File: config.mk
export PLATFORM = sky130hd
export DESIGN_NAME = seg_scan_driver
export DESIGN_NICKNAME = d
export VERILOG_FILES = /design/src/rtl/seg_scan_driver.sv
export SDC_FILE = /design/constraint.sdc
export NUM_CORES = 1
export LEC_CHECK = 0
export ABC_AREA = 1
export CAP_MARGIN = 20
export CORE_ASPECT_RATIO = 0.8
export CORE_MARGIN = 5
export CORE_UTILIZATION = 30
export DETAILED_ROUTE_END_ITERATION = 16
export GPL_TIMING_DRIVEN = 0
export PLACE_DENSITY_LB_ADDON = 0.05
export SETUP_SLACK_MARGIN = 0.02
export SLEW_MARGIN = 5
export SYNTH_ARGS = -nofsm -noshare
export SYNTH_HDL_FRONTEND = slang
export SYNTH_SLANG_ARGS = --single-unit
File: constraint.sdc
create_clock -name iCLK_50 -period 2.03 [get_ports iCLK_50]
set_input_delay 0.203 -clock iCLK_50 [delete_from_list [all_inputs] [get_ports iCLK_50]]
set_output_delay 0.203 -clock iCLK_50 [all_outputs]
set_load 0.01 [all_outputs]
File: src/rtl/seg_scan_driver.sv
// Three-digit multiplexed 7-segment scanner: BLANK/DRIVE slot FSM, frame-synchronous
// display update, leading-zero blanking and dash display for invalid digits.
module seg_scan_driver #(
  parameter int SCAN_DIV  = 50000,
  parameter int BLANK_CYC = 500,
  parameter int LZB       = 1
) (
  input  logic       iCLK_50,
  input  logic       iRST_n,
  input  logic [7:0] iBCD,
  input  logic [1:0] iHUND,
  input  logic       iLOAD,
  output logic [6:0] oSEG,
  output logic [2:0] oDIG,
  output logic       oFRAME
);

  localparam int CW = (SCAN_DIV > 2) ? $clog2(SCAN_DIV) : 1;
  localparam logic [CW-1:0] BLANK_LAST = CW'(BLANK_CYC - 1);
  localparam logic [CW-1:0] DRIVE_LAST = CW'(SCAN_DIV - BLANK_CYC - 1);

  typedef enum logic {
    ST_BLANK = 1'b0,
    ST_DRIVE = 1'b1
  } state_e;

  state_e        state_q, state_d;
  logic [1:0]    idx_q, idx_d;
  logic [CW-1:0] cnt_q, cnt_d;
  logic [9:0]    pend_q, pend_d;
  logic [9:0]    disp_q, disp_d;
  logic          first_q, first_d;
  logic [6:0]    seg_q, seg_d;
  logic [2:0]    dig_q, dig_d;
  logic          frame_q, frame_d;
  logic          boundary_s;
  logic [3:0]    digit_s;
  logic          blank_s;

  // Active-low decode; anything outside 0-9 renders as a dash.
  function automatic logic [6:0] seg_decode(input logic [3:0] d);
    logic [6:0] s;
    case (d)
      4'd0:    s = 7'h40;
      4'd1:    s = 7'h79;
      4'd2:    s = 7'h24;
      4'd3:    s = 7'h30;
      4'd4:    s = 7'h19;
      4'd5:    s = 7'h12;
      4'd6:    s = 7'h02;
      4'd7:    s = 7'h78;
      4'd8:    s = 7'h00;
      4'd9:    s = 7'h10;
      default: s = 7'h3F;
    endcase
    return s;
  endfunction

  // State register: slot FSM, digit index and slot counter.
  always_ff @(posedge iCLK_50 or negedge iRST_n) begin
    if (!iRST_n) begin
      state_q <= ST_BLANK;
      idx_q   <= 2'd0;
      cnt_q   <= '0;
    end else begin
      state_q <= state_d;
      idx_q   <= idx_d;
      cnt_q   <= cnt_d;
    end
  end

  // Next-state logic: counter clears on every state change and nowhere else.
  always_comb begin
    state_d = state_q;
    idx_d   = idx_q;
    cnt_d   = cnt_q + CW'(1);
    case (state_q)
      ST_BLANK: begin
        if (cnt_q == BLANK_LAST) begin
          state_d = ST_DRIVE;
          cnt_d   = '0;
        end else begin
          state_d = ST_BLANK;
        end
      end
      ST_DRIVE: begin
        if (cnt_q == DRIVE_LAST) begin
          state_d = ST_BLANK;
          cnt_d   = '0;
          idx_d   = (idx_q >= 2'd2) ? 2'd0 : idx_q + 2'd1;
        end else begin
          state_d = ST_DRIVE;
        end
      end
      default: begin
        state_d = ST_BLANK;
        idx_d   = 2'd0;
        cnt_d   = '0;
      end
    endcase
  end

  // Frame boundary: the first edge out of reset, or re-entering BLANK at index 0.
  always_comb begin
    first_d    = 1'b0;
    boundary_s = first_q
               | ((state_q == ST_DRIVE) && (state_d == ST_BLANK) && (idx_d == 2'd0));
    if (iLOAD) begin
      pend_d = {iHUND, iBCD};
    end else begin
      pend_d = pend_q;
    end
    if (boundary_s) begin
      disp_d = pend_q;
    end else begin
      disp_d = disp_q;
    end
    frame_d = boundary_s;
  end

  // Output logic: slot pattern from current state/index, registered one cycle later.
  always_comb begin
    case (idx_q)
      2'd0:    digit_s = disp_q[3:0];
      2'd1:    digit_s = disp_q[7:4];
      2'd2:    digit_s = (disp_q[9:8] == 2'd3) ? 4'hF : {2'b00, disp_q[9:8]};
      default: digit_s = 4'hF;
    endcase
    blank_s = (LZB != 0)
            && (((idx_q == 2'd2) && (disp_q[9:8] == 2'd0))
             || ((idx_q == 2'd1) && (disp_q[9:8] == 2'd0) && (disp_q[7:4] == 4'd0)));
    if ((state_q == ST_DRIVE) && !blank_s) begin
      dig_d = ~(3'b001 << idx_q);
      seg_d = seg_decode(digit_s);
    end else begin
      dig_d = 3'b111;
      seg_d = 7'h7F;
    end
  end

  // Data and output registers.
  always_ff @(posedge iCLK_50 or negedge iRST_n) begin
    if (!iRST_n) begin
      pend_q  <= 10'd0;
      disp_q  <= 10'd0;
      first_q <= 1'b1;
      seg_q   <= 7'h7F;
      dig_q   <= 3'b111;
      frame_q <= 1'b0;
    end else begin
      pend_q  <= pend_d;
      disp_q  <= disp_d;
      first_q <= first_d;
      seg_q   <= seg_d;
      dig_q   <= dig_d;
      frame_q <= frame_d;
    end
  end

  assign oSEG   = seg_q;
  assign oDIG   = dig_q;
  assign oFRAME = frame_q;

endmodule

### Word level (Yosys, flattened, before mapping)

Memory sizes are Yosys's and may differ from the RTL's.
Index checks and enable logic that the tools add are counted.

* bits of input ports: 13
* flip-flop bits (word level): 51
* bits in read-only memories: 112
* word-level logic and storage cells: 48
* output and inout bits: 11
* memories kept: 1

* equality and inequality tests: 5
* mux-type cells: 13
* bitwise logic cells: 4
* add/subtract/negate cells: 2
* reduce and logical (&&, ||, !) cells: 12
* shift-type cells: 1
* order comparisons: 1

Memories
* (no name shown): depth 16, bits a word 7, rd ports 1, clocked after Yosys merged registers in 0, wr ports 0, line 43 `case (d)`

Operator list (number)
* two-way mux 16 bit: 2
* case mux 16 bit (2 select lines): 1
* adder 16 x 1 -> 16 bit, second input constant: 1
* == test 16 bit, second input constant: 1
* == test 16 x 9 -> 1 bit, second input constant: 1
* case mux 4 bit (3 select lines): 1
* two-way mux 7 bit: 1
* logical AND 1 bit: 6
* logical NOT 2 bit: 3
* two-way mux 2 bit: 3
* == test 2 bit, second input constant: 2
* logical NOT 4 bit: 1
* two-way mux 4 bit: 1
* two-way mux 3 bit: 1
* NOT 3 bit: 1
* << shifter 1 x 2 -> 3 bit, first input constant: 1
* adder 2 x 1 -> 2 bit, second input constant: 1
* == test 2 x 1 -> 1 bit, second input constant: 1
* greater-or-equal comparator 2 bit, second input constant: 1
* two-way mux 1 bit: 2
* NOT 1 bit: 2
* case mux 1 bit (2 select lines): 1
* logical NOT 1 bit: 1
* logical OR 1 bit: 1
* bitwise OR 1 bit: 1

### Depth between registers and ports, before layout

Gate-level depths: netlist of the first run.

* word-level depth: 7
* gate-level depth with buffers: 11
* mapped depth without buffers: 11

### Worst setup path before layout of the first run

Ideal clock, no wire load.

* path kind: flip-flop to flip-flop
* start point: register idx_q[1]
* end point: register seg_q[3] (netlist: oSEG[3])
* data arrival time: 1458 ps
* buffers on the path: 1
* library setup time: 60 ps
* clock period less this slack: 1518 ps
* path slack: 512 ps
* data required time: 1970 ps
* cell stages (with the launch flop): 12
* cell sequence: dfrtp_1 > buf_2 > nor2_2 > nand2_1 > nand3_2 > inv_1 > ha_1 > inv_1 > nand2_1 > nand2_1 > nand2_1 > nand2_1

* longest elaborated chain between the ends: 7
* elaborated cells on any way between the ends: 12
* classes of those cells: eq/ne: 2; mux: 2; reduce/logical: 7; memory: 1

RTL lines
* start, declared: line 28 `logic [1:0] idx_q, idx_d;`
* start signal, assigned: line 67 `idx_q <= idx_d;`
* branches (longest 6 deep; another with memory (16 x 7 bit))
* two-way mux 7 bit (*): line 132 `if ((state_q == ST_DRIVE) && !blank_s) begin`
* named net seg_d[3]: line 33 `logic [6:0] seg_q, seg_d;`
* end signal, assigned: line 154 `seg_q <= seg_d;`
* end, declared: line 33

Mark *: on every way through the listed nets, which the timed path passes.
A chain may end at the register's enable or synchronous reset.

### Worst setup path after layout of the first run

Same ends and word-level chain as after synthesis.

==> results.json, run 1 <==
{
  "status": "complete, no violations",
  "hold_violations": 0,
  "critPathKind": "flop to flop",
  "cts-root-buf": "clkbuf_8",
  "synth_nets": 309,
  "hpwl_um": 3900,
  "netlist.top_cell.by_area": "dfrtp_1",
  "clock_path_buffers": 2,
  "fp.dieH_um": 91.3,
  "internal_power_uw": 1410,
  "drive_above_1_share": 0.157,
  "r2r_start": "idx_q[1]",
  "reg2reg_setup_slack_ps": 280,
  "synth_area_um2": 2480,
  "cellLeakagePower_uw": 0.00137,
  "rows": 29,
  "holdWs_ps": 428,
  "dpl_worst_slack_ps": 319,
  "crit_path_start_kind": "flop",
  "crit_path_end_kind": "flop",
  "max_freq_mhz": 572,
  "coreArea_um2": 7980,
  "fin_ws_ps": 281,
  "drt_iter0_drc": 77,
  "start_util": 0.310,
  "synth_edf_count": 0,
  "gr-total-overflow": 0,
  "slew_violations": 0,
  "pwr-share-comb": 0.104,
  "syn_inst": 292,
  "io_buffers": 22,
  "drt_first_pass_iters": 4,
  "wl_per_cell_um": 12.0,
  "cts_resized": 0,
  "synthTopCellsByArea": "dfrtp_1, nand2_1, dfstp_2, nand3_1, nor2_1",
  "die_w_um": 112,
  "synthFlopType": "dfrtp_1",
  "design.die.area_um2": 10200,
  "grt_max_degree": 27,
  "reg2reg_to": "oSEG[3]",
  "finalSetupTns_ps": 0,
  "seq_power_share": 0.568,
  "synth-seq-cells": 51,
  "drt_wl_total_um": 5160,
  "post-cts-setup-buffers": 0,
  "switching_power_uw": 523,
  "yosys.area.top_type_share": 0.404,
  "power_density_nw_per_um2": 654,
  "syn_to_final_growth_pct": 19.2,
  "yosysWarningCount": 0,
  "ioPinCount": 24,
  "ctsHoldBuffers": 1,
  "drc": 0,
  "yosysUniqueCellTypes": 28,
  "min_period_ps": 1750,
  "yosysSeqAreaShare": 0.521,
  "htreeDepth": 2,
  "routed-via-count": 1844,
  "r2r_cells": 11,
  "clock_sinks": 51,
  "cts-buffers-inserted": 5,
  "vias_per_cell": 4.27,
  "grt_antenna_before_repair": 0,
  "drtAntennaViolNets": 0,
  "crit_path_max_fanout": 10,
  "gp_congestion": 0.787,
  "crit_required_ps": 2290,
  "syn_avg_cell_area_um2": 8.48,
  "rsz0062_at_grt": "false",
  "maxSlewHeadroom": 0.595,
  "vdd_drop_max_uv": 277,
  "min_period_over_period": 0.862,
  "worst_skew_pair.late_latency_ps": 320,
  "cp.arrival_ps": 2010,
  "grt.total_usage": 0.110,
  "power_frac_clock": 0.329,
  "cts_tree": "done",
  "tightest_slew_ps": 608,
  "switching_share": 0.271,
  "finalClockSkew_ps": 12.3,
  "setup_viol": 0,
  "path_clk_slew_ps": 110,
  "grt_pass1_vias": 1777,
  "diodes": 0,
  "hp-class": "primary input to asynchronous set/reset pin",
  "synthArstFlopShare": 1.00,
  "max_cap_viol_count": 0,
  "nets": 340,
  "grt_pass1_wl_um": 9090
}
metal layers:
layer | routed length, µm | vias up | GRT usage
li1 | - | 984 | -
met5 | 0 | - | 0
met2 | 1840 | 26 | 0.140
met1 | 3100 | 832 | 0.178
met4 | 34 | 0 | 0.0304
met3 | 189 | 2 | 0.0292
placed cells by master, fill, tap and decap left out, drive strengths merged:
master	count
nand2	80
nor2	49
dfrtp	40
nand3	35
inv	31
clkdlybuf4s50	21
dfstp	11
mux2	10
nand4	6
xor2	6
o21ai	6
clkbuf	6
buf	6
ha	4
a21oi	3
nor3	3
xnor2	2
nand3b	1
or2	1
clkinvlp	1
conb	1
dlygate4sd3	1
cells by family (layout without fill, tap and decap cells):
family,after synthesis,in the layout,share of synthesized area
adders and majority gates,4,4,0.0202
xor gates and xnor gates,8,8,0.0283
other,1,1,0.00151
muxes,10,10,0.0455
AOI/OAI and AO/OA,9,9,0.0182
DFF,51,51,0.521
and+or+nand+nor,175,175,0.312
buffers and inverters,34,66,0.0540
Yosys cell counts (2+ instances only):
| cell | instances |
|---|---|
| a21oi_1 | 3 |
| buf_2 | 2 |
| dfrtp_1 | 40 |
| dfstp_2 | 11 |
| ha_1 | 4 |
| inv_1 | 24 |
| inv_2 | 5 |
| mux2_2 | 10 |
| nand2_1 | 79 |
| nand3_1 | 33 |
| nand3_2 | 2 |
| nand4_1 | 6 |
| nor2_1 | 42 |
| nor2_2 | 6 |
| nor3_1 | 2 |
| o21ai_0 | 5 |
| xnor2_1 | 2 |
| xor2_1 | 6 |
through the flow:
step	instances	total power (µW)	utilization	instance area, µm²
floorplan	292	1240	-	2480
global placement	422	1320	0.355	2830
detailed placement	423	1320	0.357	2850
CTS	432	1970	0.370	2950
global route	432	2050	0.370	2950
finish	432	1930	0.370	2950
worst max path at each step:
stage,start,endpoint,cells past startpoint
3_5_place_dp,idx_q[1],oSEG[3],11
3_3_place_gp,iRST_n,pend_q[5],1
5_1_grt,idx_q[1],oSEG[3],11
4_1_cts,idx_q[1],oSEG[3],11
2_1_floorplan,idx_q[1],oSEG[3],11
6_report,idx_q[1],oSEG[3],11
worst max-delay path, stage by stage (launching register included):
cell and delay [ps]:
dfrtp_1 380, buf_2 180, nor2_2 240, nand2_1 80, nand3_1 180, inv_2 90
ha_1 290, inv_1 50, nand2_1 40, nand2_1 60, nand2_1 40, nand2_1 60
state kept, by name (all words and copies together) (netlist names):
| register | count |
|---|---|
| first_q | 1 |
| cnt_q | 16 |
| state_q | 1 |
| idx_q | 2 |
| pend_q | 10 |
| oSEG | 7 |
| oFRAME | 1 |
| oDIG | 3 |
| disp_q | 10 |
power groups by stage:
stage / logic [µW] / clock network, µW / registers (µW)
after global placement: 201 / 0 / 1110
after CTS: 206 / 667 / 1100
after global routing: 233 / 709 / 1100
after detailed placement: 203 / 0 / 1120
final: 200 / 635 / 1100
after floorplan: 131 / 0 / 1100
layout make-up:
cell class                 count  area, µm²
multi-input combinational    207       1050
clock inverter                 3       27.5
timing repair buffer          24        245
sequential                    51       1290
inverter                      29        109
clock buffer                   5       68.8
tap                          108        135
fill                         846       5030
buffer                         5       25.0
(Power assumes the default switching activity.)
==> run 2, diff against run 1 <==
--- a/config.mk
+++ b/config.mk
@@ -9,3 +9,3 @@
 export CAP_MARGIN = 20
-export CORE_ASPECT_RATIO = 0.8
+export CORE_ASPECT_RATIO = 1.4
 export CORE_MARGIN = 5
@@ -13,2 +13,3 @@
 export DETAILED_ROUTE_END_ITERATION = 16
+export GPL_ROUTABILITY_DRIVEN = 0
 export GPL_TIMING_DRIVEN = 0
--- a/constraint.sdc
+++ b/constraint.sdc
@@ -3,2 +3,2 @@
 set_output_delay 0.203 -clock iCLK_50 [all_outputs]
-set_load 0.01 [all_outputs]
+set_load 0.1 [all_outputs]
==> results.json, run 2 (same netlist as run 1, synthesis figures left out) <==
{
  "switching_share": 0.239,
  "clock_path_buffers": 2,
  "worstSetupStartpoint": "oFRAME",
  "maxSlewHeadroom": 0.358,
  "seq_power_share": 0.508,
  "dpl_worst_slack_ps": 191,
  "critical_path.top_delay_family": "buffers and inverters",
  "die_w_um": 86.8,
  "crit_required_ps": 1830,
  "final_cell_mix": "nand2_1, nor2_1, dfrtp_1",
  "drtAntennaViolNets": 0,
  "tightest_slew_ps": 961,
  "switching_power_uw": 514,
  "mostFrequentLayoutCell": "nand2_1",
  "largest_reg_flops": 16,
  "fp.dieH_um": 118,
  "cp.arrival_ps": 1730,
  "crit_path_start_kind": "flop",
  "rsz0062_at_grt": "false",
  "fin_ws_ps": 94.5,
  "diodes": 0,
  "grt_pass1_vias": 1959,
  "finalSetupTns_ps": 0,
  "rows": 39,
  "finalClockSkew_ps": 3.60,
  "drt_iter0_drc": 105,
  "r2r_start": "idx_q[1]",
  "cpPeakStageDelay_ps": 1120,
  "grt_pass1_wl_um": 9280,
  "io_buffers": 22,
  "path_clk_slew_ps": 70,
  "cts-root-buf": "clkbuf_16",
  "crit_path_end_kind": "primary output",
  "max_cap_viol_count": 0,
  "cts_tree": "done",
  "min_period_over_period": 0.953,
  "critPathKind": "flop to primary output",
  "internal_power_uw": 1640,
  "hp-class": "primary input to asynchronous set/reset pin",
  "critical_path.n_buffers_inverters": 1,
  "design.die.area_um2": 10200,
  "cellLeakagePower_uw": 0.00137,
  "ioPinCount": 24,
  "drc": 0,
  "drt_wl_total_um": 5220,
  "worst_path_max_delay_cell": "clkdlybuf4s50_1",
  "worstPathCellList": "clkdlybuf4s50_1",
  "coreArea_um2": 8100,
  "min_period_ps": 1940,
  "power_density_nw_per_um2": 722,
  "crit_path_max_fanout": 1,
  "wl_per_cell_um": 12.3,
  "grt_antenna_before_repair": 0,
  "cts-buffers-inserted": 5,
  "vdd_drop_max_uv": 361,
  "vias_per_cell": 4.44,
  "start_util": 0.306,
  "largest_register": "cnt_q",
  "htreeDepth": 2,
  "routed-via-count": 1892,
  "max_freq_mhz": 517,
  "post-cts-setup-buffers": 0,
  "gr-total-overflow": 0,
  "pwr-share-comb": 0.096,
  "hpwl_um": 3940,
  "grt.total_usage": 0.115,
  "worst_skew_pair.late_latency_ps": 290,
  "grt_max_degree": 29,
  "status": "complete, no violations",
  "hold_violations": 0,
  "setup_viol": 0,
  "drive_above_1_share": 0.151,
  "drt_first_pass_iters": 4,
  "slew_violations": 0,
  "syn_to_final_growth_pct": 20.5,
  "top_regs": "cnt_q (16), disp_q (10), pend_q (10)",
  "clock_sinks": 51,
  "nets": 340,
  "power_frac_clock": 0.396
}
==> run 2: changes by cell type in the layout (fill, tap and decap cells not counted), sizes merged <==
cell           previous run  this run
clkdlybuf4s50            21        11
dlygate4sd2               0        10
clkbuf                    6         8
inv                      31        29
clkinv                    0         1
clkinvlp                  1         0
==> run 2: worst reg2reg max path, delay by kind of cell (launching register included) <==
family / cells / cell delay (ps)
buffers and inverters: 3 / 340
adder cells (fa/ha/maj): 1 / 300
flip-flops: 1 / 360
AND/OR/NAND/NOR: 7 / 690
==> run 2: path summary, 6_finish.rpt <==
| check | end | slack [ps] | depth (start not counted) |
|---|---|---|---|
| setup / recovery | oFRAME | 90 | 1 |
| hold / removal | cnt_q[13] | 450 | 2 |
| setup reg to reg | oSEG[3] | 310 | 11 |
| hold reg to reg | disp_q[3] | 460 | 2 |
| max in group asynchronous | oSEG[4] | 950 | 3 |
| min in group iCLK_50 | disp_q[3] | 460 | 2 |
==> run 2: layer usage <==
metal	vias to the layer above	GRT usage	share of wire
met3	6	0.0273	0.038
met4	0	0.0546	0.020
met5	-	0	0
met1	874	0.141	0.44
li1	983	-	-
met2	29	0.187	0.51
==> run 2: layout make-up <==
cell class	instances	area, µm²
plain buffers	5	25.0
clock buffers	7	143
clock inverters	1	3.75
fillers	875	5120
inverters	29	109
multi-input cells	207	1050
flip-flops and latches	51	1290
well taps	102	128
repair buffers	24	233
==> run 2: stage by stage <==
stage,total power (µW),std cells,instance area (µm²),utilization,hold WS [ps]
detailed placement,1320,417,2840,0.351,242
global placement,1320,416,2830,0.349,453
global route,2270,426,2980,0.368,504
CTS,2200,426,2980,0.368,471
floorplan,1240,292,2480,-,-92.6
finish,2150,426,2980,0.368,452
==> run 2: power groups by stage <==
stage	Sequential [µW]	Combinational (µW)	Clock, µW
global route	1100	242	929
global placement	1110	205	0
CTS	1090	212	895
finish	1090	207	854
floorplan	1110	131	0
detailed placement	1110	210	0
==> run 2: repair_timing <==
item,CTS,global route
setup endpoints to repair,10,0
gates resized for setup,10,0
hold endpoints to repair,22,0
hold buffers,1,0
==> run 3, diff against run 2 <==
Settings changed: CTS_CLUSTER_DIAMETER from default to 40.
==> results of run 3 <==
Final layout, timing and power as in run 2 (identical DEF).
